$ cat src/rtl/stdp_scheduler.sv
// STDP learning controller: per-synapse pre/post timers feed a round-robin, 3-state shared weight-update sequencer.
// Define STDP_LTD_EN to build the depression path; without it pre spikes only reset timers and weights only grow.
module stdp_scheduler #(
  parameter int         N_SYN  = 4,
  parameter logic [7:0] W_INIT = 8'd16
) (
  input  logic                     clk,
  input  logic                     reset,
  input  logic [N_SYN-1:0]         pre_spike,
  input  logic [N_SYN-1:0]         post_spike,
  input  logic                     learn_en,
  input  logic [$clog2(N_SYN)-1:0] rd_sel,
  output logic [7:0]               rd_weight,
  output logic                     busy,
  output logic                     upd_valid,
  output logic [$clog2(N_SYN)-1:0] upd_idx,
  output logic                     upd_ltp,
  output logic [7:0]               upd_weight
);
  localparam int IW = $clog2(N_SYN);
  localparam logic [IW-1:0] LAST = IW'(N_SYN - 1);

  typedef enum logic [1:0] {IDLE, CALC, WRITE} state_t;
  state_t state;

  logic [7:0]       weight  [N_SYN];
  logic [7:0]       pre_t   [N_SYN];
  logic [N_SYN-1:0] pend_vld;
  logic [4:0]       pend_dt [N_SYN];
  logic [N_SYN-1:0] ev_vld;
  logic [4:0]       ev_dt   [N_SYN];
  logic [IW-1:0]    rr_ptr, cur_idx, gnt_idx;
  logic [4:0]       cur_dt;
  logic             gnt_vld;
  logic [7:0]       delta, new_w;
  logic [8:0]       sum;
`ifdef STDP_LTD_EN
  logic [7:0]       post_t  [N_SYN];
  logic [N_SYN-1:0] pend_ltp, ev_ltp;
  logic             cur_ltp;
  logic [8:0]       diff;
`endif

  // Event capture uses the timer values from before this edge's update.
  always_comb begin
    for (int i = 0; i < N_SYN; i++) begin
      ev_vld[i] = 1'b0;
      ev_dt[i]  = 5'd0;
`ifdef STDP_LTD_EN
      ev_ltp[i] = 1'b1;
`endif
      if (learn_en) begin
        if (post_spike[i] && pre_spike[i]) begin
          ev_vld[i] = 1'b1;
        end else if (post_spike[i] && pre_t[i] < 8'd32) begin
          ev_vld[i] = 1'b1;
          ev_dt[i]  = pre_t[i][4:0];
        end
`ifdef STDP_LTD_EN
        else if (pre_spike[i] && post_t[i] < 8'd32) begin
          ev_vld[i] = 1'b1;
          ev_ltp[i] = 1'b0;
          ev_dt[i]  = post_t[i][4:0];
        end
`endif
      end
    end
  end

  // Walk downward so the candidate closest to rr_ptr is the last one written.
  always_comb begin
    gnt_vld = 1'b0;
    gnt_idx = '0;
    for (int k = N_SYN - 1; k >= 0; k--) begin
      if (pend_vld[(int'(rr_ptr) + k) % N_SYN]) begin
        gnt_vld = 1'b1;
        gnt_idx = IW'((int'(rr_ptr) + k) % N_SYN);
      end
    end
  end

  always_comb begin
    if (cur_dt < 5'd4)       delta = 8'd8;
    else if (cur_dt < 5'd8)  delta = 8'd4;
    else if (cur_dt < 5'd16) delta = 8'd2;
    else                     delta = 8'd1;
    sum   = {1'b0, weight[cur_idx]} + {1'b0, delta};
    new_w = sum[8] ? 8'hFF : sum[7:0];
`ifdef STDP_LTD_EN
    diff  = {1'b0, weight[cur_idx]} - {1'b0, delta};
    if (!cur_ltp) new_w = diff[8] ? 8'h00 : diff[7:0];
`endif
  end

  assign rd_weight = (int'(rd_sel) < N_SYN) ? weight[rd_sel] : 8'd0;
`ifndef STDP_LTD_EN
  assign upd_ltp = 1'b1;
`endif

  always_ff @(posedge clk) begin
    if (reset) begin
      state      <= IDLE;
      busy       <= 1'b0;
      upd_valid  <= 1'b0;
      upd_idx    <= '0;
      upd_weight <= 8'd0;
      rr_ptr     <= '0;
      cur_idx    <= '0;
      cur_dt     <= 5'd0;
      pend_vld   <= '0;
      for (int i = 0; i < N_SYN; i++) begin
        weight[i]  <= W_INIT;
        pre_t[i]   <= 8'hFF;
        pend_dt[i] <= 5'd0;
`ifdef STDP_LTD_EN
        post_t[i]  <= 8'hFF;
`endif
      end
`ifdef STDP_LTD_EN
      pend_ltp <= '0;
      cur_ltp  <= 1'b0;
      upd_ltp  <= 1'b0;
`endif
    end else begin
      for (int i = 0; i < N_SYN; i++) begin
        pre_t[i] <= pre_spike[i] ? 8'd0 : ((pre_t[i] == 8'hFF) ? 8'hFF : pre_t[i] + 8'd1);
`ifdef STDP_LTD_EN
        post_t[i] <= post_spike[i] ? 8'd0 : ((post_t[i] == 8'hFF) ? 8'hFF : post_t[i] + 8'd1);
`endif
        // A fresh event on the grant edge re-arms the slot instead of being lost.
        if (ev_vld[i]) begin
          pend_vld[i] <= 1'b1;
          pend_dt[i]  <= ev_dt[i];
`ifdef STDP_LTD_EN
          pend_ltp[i] <= ev_ltp[i];
`endif
        end else if (state == IDLE && gnt_vld && gnt_idx == IW'(i)) begin
          pend_vld[i] <= 1'b0;
        end
      end

      case (state)
        IDLE: begin
          if (gnt_vld) begin
            state   <= CALC;
            busy    <= 1'b1;
            cur_idx <= gnt_idx;
            cur_dt  <= pend_dt[gnt_idx];
`ifdef STDP_LTD_EN
            cur_ltp <= pend_ltp[gnt_idx];
`endif
            rr_ptr  <= (gnt_idx == LAST) ? '0 : gnt_idx + IW'(1);
          end
        end
        CALC: begin
          weight[cur_idx] <= new_w;
          upd_valid       <= 1'b1;
          upd_idx         <= cur_idx;
          upd_weight      <= new_w;
`ifdef STDP_LTD_EN
          upd_ltp         <= cur_ltp;
`endif
          state           <= WRITE;
        end
        WRITE: begin
          upd_valid <= 1'b0;
          busy      <= 1'b0;
          state     <= IDLE;
        end
        default: state <= IDLE;
      endcase
    end
  end
endmodule

$ cat config.mk
export PLATFORM = sky130hd
export DESIGN_NAME = stdp_scheduler
export DESIGN_NICKNAME = d
export VERILOG_FILES = /design/src/rtl/stdp_scheduler.sv
export SDC_FILE = /design/constraint.sdc
export NUM_CORES = 1
export LEC_CHECK = 0
export BUFFER_PORTS_ARGS = -buffer_cell sky130_fd_sc_hd__buf_2
export CORE_MARGIN = 2
export CORE_UTILIZATION = 42
export CTS_CLUSTER_SIZE = 30
export DETAILED_ROUTE_END_ITERATION = 16
export HOLD_SLACK_MARGIN = 0.05
export PLACE_DENSITY = 0.56
export REMOVE_ABC_BUFFERS = 1
export SKIP_LAST_GASP = 1
export SLEW_MARGIN = 20
export SYNTH_ARGS = -nofsm -noshare
export SYNTH_HDL_FRONTEND = slang
export SYNTH_SLANG_ARGS = --single-unit
$ cat constraint.sdc
create_clock -name clk -period 5.1 [get_ports clk]
set_clock_uncertainty 0.2 [all_clocks]
set_input_delay 0.255 -clock clk [delete_from_list [all_inputs] [get_ports clk]]
set_output_delay 0.255 -clock clk [all_outputs]
set_load 0.1 [all_outputs]
==> tab_implementation.tex <==
\begin{tabular}{lr}
\hline
Metric & Value \\
\hline
\multicolumn{2}{l}{\textbf{Synth}} \\
\quad Number of synthesized flops with an enable pin & 44 \\
\quad Fraction of registers with async set or reset after synthesis & 0\% \\
\quad Number of warnings reported in the yosys synthesis log & 0 \\
\quad Main flop type after synthesis & dfxtp\_1 \\
\quad Flop and latch count out of synthesis & 103 \\
\quad Synth area leader & edfxtp\_1 \\
\quad Mapped Area & 0.005084 sq mm \\
\quad Sequential-to-total area share from yosys stat & 49.22\% \\
\quad Cells taking the most area after synthesis & edfxtp\_1 26\%, dfxtp\_1 23\%, mux4\_2 7.1\%, ha\_1 4.2\%, nor2\_1 3.8\% \\
\quad Post-synthesis instance total & 482 \\
\quad Post-synthesis average cell area & 10.55 sq um \\
\quad Synth cell types & 49 \\
\quad Top cell type's share of synthesized area & 25.99\% \\
\multicolumn{2}{l}{\textbf{STA}} \\
\quad Worst-Margin Slew & 0.8184 ns \\
\quad Remaining max-slew budget at the tightest pin & 44.94\% \\
\quad Shortest period the worst path allows & 3.460 ns \\
\quad RSZ-0062 raised after global routing & false \\
\quad Final sum of negative setup slack & 0 ns \\
\quad Final Cycle Share & 67.84\% \\
\quad Worst hold slack after final layout & 0.05121 ns \\
\quad Hold Vio Cnt, Final & 0 \\
\quad Highest clock rate & 0.2890 GHz \\
\quad \# setup viols final & 0 \\
\quad Number of max-slew violations in the final report & 0 \\
\multicolumn{2}{l}{\textbf{Clocking}} \\
\quad Clock latency at the later pin of the worst-skew pair & 0.35 ns \\
\quad Clock tree from TritonCTS & yes \\
\quad CTS root buffer & clkbuf\_16 \\
\quad TritonCTS buffer count & 9 \\
\quad Number of clock sinks & 103 \\
\quad Clock input transition at the sequential cells of the worst setup and hold paths & 0.07 ns \\
\quad CTS HTree Levels & 3 \\
\quad Post-CTS Setup Bufs & 0 \\
\quad Bufs on Longest Clock Path & 2 \\
\multicolumn{2}{l}{\textbf{Global route}} \\
\quad Antenna violations before repair & 0 \\
\quad Maximum number of pins on one net before global-route repair & 42 \\
\quad Total routing resource utilization after global routing & 18.10\% \\
\quad Number of global-route vias before repair & 3544 \\
\quad Wire length of the first global-routing pass & 18.22 mm \\
\quad Gr ovfl total & 0 \\
\multicolumn{2}{l}{\textbf{Finish}} \\
\quad Storage cell area & 0.002502 sq mm \\
\quad Fraction of layout cells with a size suffix above 1 & 14.59\% \\
\quad Filler Cells Inserted & 1141 \\
\quad Count of nets after finishing & 540 \\
\quad Area Growth Syn to Fin & 11.37\% \\
\quad Area of combinational cells with multiple inputs & 0.002422 sq mm \\
\quad Utilization after layout & 47.53\% \\
\quad Total inserted antenna cells & 0 \\
\multicolumn{2}{l}{\textbf{Critical path}} \\
\quad Worst Path Arrival & 3.35 ns \\
\quad Type of origin of the critical path & register \\
\quad Cell-by-cell trace of the critical path & mux4\_2, ha\_1, inv\_1, fa\_1, nor2b\_1, o21ai\_0, nand3\_1, o311ai\_1, nor2\_1 \\
\quad Kind of end point of the critical path & register \\
\quad FF-to-FF path depth & 9 \\
\quad Total number of cells along the worst setup path & 9 \\
\quad Highest-delay cell along the critical path & dfxtp\_1 \\
\quad Largest fanout of any net on the critical path & 8 \\
\quad Longest individual stage delay on the worst path & 0.67 ns \\
\quad Kind of cell adding the most delay to the critical path & compound AO/OA/AOI/OAI gates \\
\quad Worst path bufs/invs & 1 \\
\quad Worst path required time & 4.99 ns \\
\quad Worst setup path class & reg2reg \\
\multicolumn{2}{l}{\textbf{Pwr}} \\
\quad Power density of the placed cells & 421.9 mW/mm\^{}2 \\
\quad Total power after layout & 2.389 mW \\
\quad Max rail drop VDD & 0.2165 mV \\
\quad Leakage dissipation & 2.237 nW \\
\multicolumn{2}{l}{\textbf{Detailed routing}} \\
\quad Routed Antenna Nets & 0 \\
\quad Iteration-0 DRC count of the detailed router & 190 \\
\quad Routed length per placed instance & 16.51 um \\
\quad Routed via count divided by cell count & 5.437 \\
\quad Total via count in the routed design & 3594 \\
\quad Final WL & 10.91 mm \\
\quad Number of remaining DRC errors & 0 \\
\quad TritonRoute pass-1 iters & 4 \\
\multicolumn{2}{l}{\textbf{Job}} \\
\quad Number of maximum-capacitance constraint violations & 0 \\
\multicolumn{2}{l}{\textbf{Floorplan}} \\
\quad Site Rows & 40 \\
\quad Floorplan Core Area & 0.01191 sq mm \\
\quad Die area & 0.01300 sq mm \\
\quad Die Y-Extent & 114.0 um \\
\quad Initial standard-cell utilization of the core & 42.68\% \\
\quad Floorplan die width & 114.0 um \\
\quad Top Ports & 34 \\
\multicolumn{2}{l}{\textbf{Place}} \\
\quad Detailed-placement wirelength estimate & 7.530 mm \\
\quad GP Congestion & 0.9326 \\
\quad Number of port buffers & 32 \\
\multicolumn{2}{l}{\textbf{Outcome}} \\
\quad Run status & completed \\
\multicolumn{2}{l}{\textbf{Worst hold path}} \\
\quad Classification of the worst-slack hold path & in2reg \\
\quad Number of instances on the worst hold path & 3 \\
\hline
\end{tabular}
flip-flops by register name, summed over array words and instances, names as in the netlist, named ones only:
| signal | count |
|---|---|
| busy | 1 |
| cur_dt | 3 |
| cur_idx | 2 |
| pend_dt | 12 |
| pend_vld | 4 |
| pre_t | 32 |
| rr_ptr | 2 |
| state | 2 |
| upd_idx | 2 |
| upd_valid | 1 |
| upd_weight | 8 |
| weight | 32 |
tightest hold or removal path, cell delays in order:
cell,delay [ns]
buf_2,0.11
o211ai_1,0.11
a21oi_1,0.07
cell type report:
class                      instances  share of cell area (%)
inverter                          15                  0.9945
multi-input combinational        340                   42.78
tap                              147                   3.249
clock buffer                      10                   4.044
sequential                       103                   44.20
clock inverter                     6                  0.6630
timing repair buffer              40                   4.066
through the flow:
| step | instances | worst slack (ns) | cell area [sq um] |
|---|---|---|---|
| finish | 661 | 1.640 | 5662 |
| global route | 661 | 1.279 | 5662 |
| detailed placement | 641 | 1.597 | 5355 |
| floorplan | 458 | 1.993 | 4981 |
| CTS | 661 | 1.584 | 5662 |
| global placement | 641 | 1.700 | 5355 |
path summary, 6_finish.rpt:
path | slack [ns] | end | startpoint
hold reg to reg | 0.28 | upd_weight[7]$_SDFFE_PP0N_ | upd_weight[7]$_SDFFE_PP0N_
setup / recovery | 1.64 | weight[2][7]$_SDFFCE_PN0P_ | register
setup reg to reg | 1.64 | weight[2][7]$_SDFFCE_PN0P_ | register
hold / removal | 0.05 | pend_vld[2]$_SDFFE_PP0P_ | post_spike[2]
where the power goes:
part / switching [mW] / internal [mW]
clock: 0.304 / 0.330
combinational: 0.516 / 0.212
sequential: 0.0731 / 0.953
cell usage after synthesis, types with 7 or more instances:
library cell / count
and2_1: 14
clkbuf_1: 20
o211ai_1: 7
nor2b_1: 11
o21ai_0: 13
nand3_1: 27
inv_1: 15
o21bai_1: 16
nand2b_1: 11
dfxtp_1: 59
mux4_2: 16
nor2_1: 51
nand2_1: 40
ha_1: 17
a21oi_1: 17
xor2_1: 7
a21o_1: 9
mux2i_1: 10
xnor2_1: 9
edfxtp_1: 44
logic make-up after synthesis:
logic type | count (synthesis) | synth area share [%]
buf+inv | 39 | 3.126
compound gates | 92 | 12.70
xor+xnor | 16 | 2.757
other cells | 1 | 0.07377
fa+ha+maj | 18 | 4.578
flops | 103 | 49.22
simple gates | 187 | 18.48
mux | 26 | 9.058
repair_timing:
item                      in CTS  in global routing
hold buffers                   4                  0
hold endpoints to repair      26                  0
resized for setup              0                  0
per-layer routing:
metal	up-vias	global-route usage [%]	share of wire, %
met2	62	28.13	46
met1	1732	25.29	48
met5	-	0	0
met4	0	5.366	1.2
met3	9	4.304	4.7
li1	1791	-	-
cells in the final DEF (no fill, tap or decap), types with 5 or more instances in the layout:
| cell type | n |
|---|---|
| o21ai_0 | 13 |
| edfxtp_1 | 44 |
| nor2_1 | 51 |
| and4b_1 | 5 |
| o211ai_1 | 7 |
| dfxtp_1 | 59 |
| inv_1 | 15 |
| xnor2_1 | 9 |
| nor3_1 | 5 |
| and2_1 | 14 |
| nand3_1 | 27 |
| and3_1 | 6 |
| ha_1 | 17 |
| a21oi_1 | 17 |
| mux2i_1 | 10 |
| nand2_1 | 40 |
| buf_2 | 32 |
| o31ai_1 | 5 |
| o21bai_1 | 16 |
| o221ai_1 | 5 |
| a211oi_1 | 5 |
| mux4_2 | 16 |
| clkbuf_16 | 9 |
| nand2b_1 | 11 |
| and4_1 | 6 |
| nor2b_1 | 11 |
| xor2_1 | 7 |
| a21o_1 | 9 |
No activity file was read; power rests on OpenSTA's default activity.
